`src/rtl/dmem_req_ctrl_pkg.sv`:
```
// Shared encodings for the data-memory request controller: FSM states, bus size codes,
// reset level and the zero word.
package dmem_req_ctrl_pkg;

    typedef enum logic [1:0] {
        IDLE = 2'd0,
        ADDR = 2'd1,
        DATA = 2'd2,
        DONE = 2'd3
    } state_t;

    typedef enum logic [1:0] {
        SIZE_BYTE = 2'd0,
        SIZE_HALF = 2'd1,
        SIZE_WORD = 2'd2
    } size_t;

    localparam logic        RST_ENABLE = 1'b0;
    localparam logic [31:0] ZERO_WORD  = 32'h0000_0000;

endpackage

```
`src/rtl/dmem_req_ctrl.sv`:
```
// Sequences memory-stage loads/stores onto the SRAM-like data bus, stalls the pipeline while
// an access is outstanding, captures load data, and drains flushed accesses without dropping
// the request.
module dmem_req_ctrl
    import dmem_req_ctrl_pkg::*;
#(
    parameter int ADDR_W = 32,
    parameter int DATA_W = 32
) (
    input  logic              cpu_clk_50M,
    input  logic              cpu_rst_n,
    input  logic              mem_req_i,
    input  logic              mem_wr_i,
    input  logic [1:0]        mem_size_i,
    input  logic [ADDR_W-1:0] mem_addr_i,
    input  logic [DATA_W-1:0] mem_wdata_i,
    input  logic              flush_i,
    output logic              data_req_o,
    output logic              data_wr_o,
    output logic [1:0]        data_size_o,
    output logic [ADDR_W-1:0] data_addr_o,
    output logic [DATA_W-1:0] data_wdata_o,
    input  logic              data_addr_ok_i,
    input  logic              data_data_ok_i,
    input  logic [DATA_W-1:0] data_rdata_i,
    output logic              stall_o,
    output logic [DATA_W-1:0] dm_o,
    output logic              dm_valid_o
);

    state_t state, state_nxt;
    logic   cancel, cancel_nxt;
    logic   cancel_eff;
    logic   issue;
    logic   capture;

    // A flush arriving in the same cycle as data_ok must already count as cancelled.
    assign cancel_eff = cancel | flush_i;

    always_comb begin
        state_nxt  = state;
        cancel_nxt = cancel;
        issue      = 1'b0;
        capture    = 1'b0;
        case (state)
            IDLE: begin
                if (mem_req_i && !flush_i) begin
                    issue     = 1'b1;
                    state_nxt = ADDR;
                end
            end
            ADDR: begin
                if (flush_i) cancel_nxt = 1'b1;
                if (data_addr_ok_i) begin
                    if (data_data_ok_i) begin
                        if (cancel_eff) begin
                            state_nxt  = IDLE;
                            cancel_nxt = 1'b0;
                        end else begin
                            state_nxt = DONE;
                            capture   = ~data_wr_o;
                        end
                    end else begin
                        state_nxt = DATA;
                    end
                end
            end
            DATA: begin
                if (flush_i) cancel_nxt = 1'b1;
                if (data_data_ok_i) begin
                    if (cancel_eff) begin
                        state_nxt  = IDLE;
                        cancel_nxt = 1'b0;
                    end else begin
                        state_nxt = DONE;
                        capture   = ~data_wr_o;
                    end
                end
            end
            DONE: begin
                state_nxt = IDLE;
            end
            default: begin
                state_nxt  = IDLE;
                cancel_nxt = 1'b0;
            end
        endcase
    end

    always_ff @(posedge cpu_clk_50M) begin
        if (cpu_rst_n == RST_ENABLE) begin
            state        <= IDLE;
            cancel       <= 1'b0;
            data_wr_o    <= 1'b0;
            data_size_o  <= '0;
            data_addr_o  <= '0;
            data_wdata_o <= '0;
            dm_o         <= DATA_W'(ZERO_WORD);
        end else begin
            state  <= state_nxt;
            cancel <= cancel_nxt;
            if (issue) begin
                data_wr_o    <= mem_wr_i;
                data_size_o  <= mem_size_i;
                data_addr_o  <= mem_addr_i;
                data_wdata_o <= mem_wdata_i;
            end
            if (capture) dm_o <= data_rdata_i;
        end
    end

    // Request is a pure function of the registered state, so it rises the cycle after issue.
    assign data_req_o = (state == ADDR);
    assign dm_valid_o = (state == DONE) & ~flush_i;
    assign stall_o    = (mem_req_i & ~flush_i & (state != DONE))
                      | ((state != IDLE) & cancel & mem_req_i);

endmodule

```
`config.mk`:
```
export PLATFORM = sky130hd
export DESIGN_NAME = dmem_req_ctrl
export DESIGN_NICKNAME = d
export VERILOG_FILES = /design/src/rtl/dmem_req_ctrl_pkg.sv /design/src/rtl/dmem_req_ctrl.sv
export SDC_FILE = /design/constraint.sdc
export NUM_CORES = 1
export LEC_CHECK = 0
export ABC_CLOCK_PERIOD_IN_PS = 5050
export CORE_MARGIN = 5
export CORE_UTILIZATION = 37
export CTS_CLUSTER_SIZE = 24
export DETAILED_ROUTE_END_ITERATION = 8
export GPL_TIMING_DRIVEN = 0
export PLACE_DENSITY = 0.76
export SYNTH_ARGS = -nofsm -noshare
export SYNTH_HDL_FRONTEND = slang
export SYNTH_SLANG_ARGS = --single-unit
```
`constraint.sdc`:
```
create_clock -name cpu_clk_50M -period 5.05 [get_ports cpu_clk_50M]
set_clock_uncertainty 0.05 [all_clocks]
set_input_delay 1.01 -clock cpu_clk_50M [delete_from_list [all_inputs] [get_ports cpu_clk_50M]]
set_output_delay 1.01 -clock cpu_clk_50M [all_outputs]
set_load 0.01 [all_outputs]
```
==> run_results.csv <==
group,metric,value,unit
route,drtAntennaViolNets,0,
cts,numCtsBuffers,9,
power,power_frac_comb,0.190,
logic_synthesis,synth_cells,466,
critical_path,crit_family,"buffers and inverters",
timing,hold_slack,406,ps
status,outcome,"complete, no violations",
timing,finalHoldViolations,0,
logic_synthesis,synth-seq-area-share,0.523,
power,p_int,1.24,mW
cells_and_area,diodes,0,
critical_path,path_buf_inv,2,
cts,clk_latency,350,ps
route,drt-pass1-iter-count,4,
grt,first_global_vias,4043,
route,drt_iter0_drc,234,
grt,grt_use_met3,0.0610,
critical_path,crit_fanout,5,
critical_path,worstSetupStartpointType,"primary input",
cells_and_area,nNetsFinal,792,
timing,fmaxAchievable,297,MHz
logic_synthesis,synth_fp_nets,576,
grt,global_route.usage.met1,0.216,
cts,cts_setup_buffers,0,
power,p_per_area,266,nW/um^2
cells_and_area,fin_util,0.612,
grt,grt_start_max_net_pins,18,
timing,period_needed,3370,ps
grt,track_usage,0.188,
cts,ctsResizeCount,0,
critical_path,cp_slowest_cell,"clkdlybuf4s50_1",
route,wl_per_cell,14.7,um
route,vias_per_cell,4.70,
critical_path,path_cells,"clkdlybuf4s50_1, nor2_1, a21oi_1, nor2b_1, clkdlybuf4s50_1",
cells_and_area,final_cell_area,6320,um^2
die,die_h,113,um
die,die_area,12700,um^2
cts,clock-sinks,102,
cells_and_area,final_cell_mix,"205 x clkdlybuf4s50_1, 167 x nand2_1, 102 x dfxtp_1, 60 x a21boi_0, 32 x nand3_1",
timing,slew_headroom,0.581,
place,dpl_cell_area,6120,um^2
timing,grt_setup_unrepaired,"false",
grt,grt-ovfl-total,0,
grt,antenna_found_initial,0,
power,p_leak,2.24,nW
timing,setup_viol,0,
place,place_ws,1670,ps
route,drt_wl_total,12.1,mm
die,rows,37,
place,gp_congestion,0.772,
cts,clock_path_buffers,2,
cts,clk_pin_slew,100,ps
critical_path,arrival,2310,ps
power,power_frac_seq,0.514,
grt,busiest_layer,"met2",
timing,post-route-period-util,0.668,
critical_path,crit_path_end_kind,"primary output",
critical_path,required,3990,ps
cts,clockRootBuffer,"clkbuf_8",
cells_and_area,layout_commonest_cell,"clkdlybuf4s50_1",
timing,fin_setup_tns,0,ps
cts,cts_tree,"yes",
route,drcViolationCount,0,
min_path,min_path_type,"reg -> reg",
grt,met2_usage,0.335,
timing,final-max-slew-violation-count,0,
cts,cts_hold_buf,0,
cells_and_area,syn_to_final_growth,61.8,%
logic_synthesis,avgSynthCellArea,8.37,um^2
grt,grt_pass1_wl,19.7,mm
power,vdd_drop_max,0.180,mV
critical_path,path_common_cell,"clkdlybuf4s50_1",
logic_synthesis,ys.warnings.count,0,
place,dp_hpwl,9.68,mm
cells_and_area,drive_gt1_frac,0.0568,
critical_path,worst-path-stages,5,
flow_run,max-cap-violations,0,
place,portBuffers,205,
die,die_x,113,um
cts,ctsHtreeMaxLevel,3,
die,initial_core_util,0.378,
logic_synthesis,ys_ff_latch,102,
cells_and_area,nFillCells,904,
logic_synthesis,synthDistinctLibCells,28,
critical_path,cp_slowest_stage_delay,560,ps
timing,tightest_slew,624,ps
timing,setup_ws,1680,ps
power,sw_frac_of_total,0.266,
critical_path,ff2ff_path_depth,6,
die,ios,207,
power,switchingPower,447,uW
critical_path,crit_type,"in -> out",
logic_synthesis,netlist_area,3900,um^2
min_path,holdPathStages,2,
power,p_clk_frac,0.296,
die,core_area,10300,um^2
route,vias,3871,
[synth_stat cells]
library cell | count | area (um^2)
nor2_1 | 3 | 11.3
nand2b_1 | 1 | 6.26
inv_1 | 5 | 18.8
buf_6 | 3 | 33.8
buf_2 | 11 | 55.1
buf_4 | 1 | 7.51
a21boi_1 | 7 | 52.6
ha_1 | 5 | 62.6
dfxtp_1 | 102 | 2040
nor2b_1 | 2 | 12.5
o2bb2ai_1 | 1 | 8.76
nand3_1 | 32 | 160
clkbuf_2 | 3 | 15.0
o21ai_0 | 27 | 135
o21ai_1 | 7 | 35.0
a21boi_0 | 60 | 450
or2_1 | 1 | 6.26
nor4_4 | 1 | 21.3
and3b_2 | 1 | 10.0
o221a_2 | 1 | 11.3
or2_2 | 1 | 6.26
nand2_1 | 167 | 627
a222oi_1 | 1 | 10.0
clkbuf_1 | 16 | 60.1
nand4b_1 | 1 | 8.76
buf_1 | 2 | 7.51
a21oi_1 | 3 | 15.0
o211ai_2 | 1 | 12.5
[per-stage QoR]
stage | std cells | power, mW
after global placement | 807 | 1.20
after CTS | 823 | 1.70
after floorplan | 466 | 1.01
after global routing | 823 | 1.77
final | 823 | 1.68
after detailed placement | 807 | 1.21
[sequential cells by signal, summed over array words and instances (netlist names)]
register      count
data_wr_o         1
data_wdata_o     32
cancel            1
state             2
data_size_o       2
data_addr_o      32
dm_o             32
[power groups by stage]
stage | sequential (mW) | clock, mW | combinational, mW
2_1_floorplan | 0.898 | 0 | 0.113
3_3_place_gp | 0.881 | 0 | 0.315
3_5_place_dp | 0.884 | 0 | 0.323
4_1_cts | 0.865 | 0.510 | 0.324
5_1_grt | 0.870 | 0.550 | 0.351
6_report | 0.865 | 0.498 | 0.320
[cell families after synthesis]
group | Yosys count | synth area share
flops | 102 | 0.523
fa+ha+maj | 5 | 0.0160
simple gates | 210 | 0.223
buf+inv | 41 | 0.0507
compound gates | 108 | 0.187
[routing by layer]
layer,vias up,part of all wire
li1,1955,-
met1,1773,0.40
met2,123,0.51
met3,20,0.074
met4,0,0.022
met5,-,0
[worst min-delay path, stage by stage (launching register included)]
cell and delay (ps):
dfxtp_1 320, nand2_1 50, o21ai_1 50
[path summary, 6_finish.rpt]
path,startpoint,slack (ps),end
setup reg to reg,state[0],2870,dm_o[22]
setup / recovery,flush_i,1680,stall_o
hold / removal,dm_o[25],410,dm_o[25]
hold reg to reg,dm_o[25],410,dm_o[25]
[final cells by class]
cell class	instances	area, um^2	area share
Sequential cell	102	2040	0.323
Inverter	5	18.8	0.00297
Tap cell	136	170	0.0269
Clock inverter	5	40.0	0.00634
Timing Repair Buffer	205	2050	0.325
Buffer	36	179	0.0283
Clock buffer	11	151	0.0240
Multi-Input combinational cell	323	1660	0.263
(Power assumes the default switching activity.)
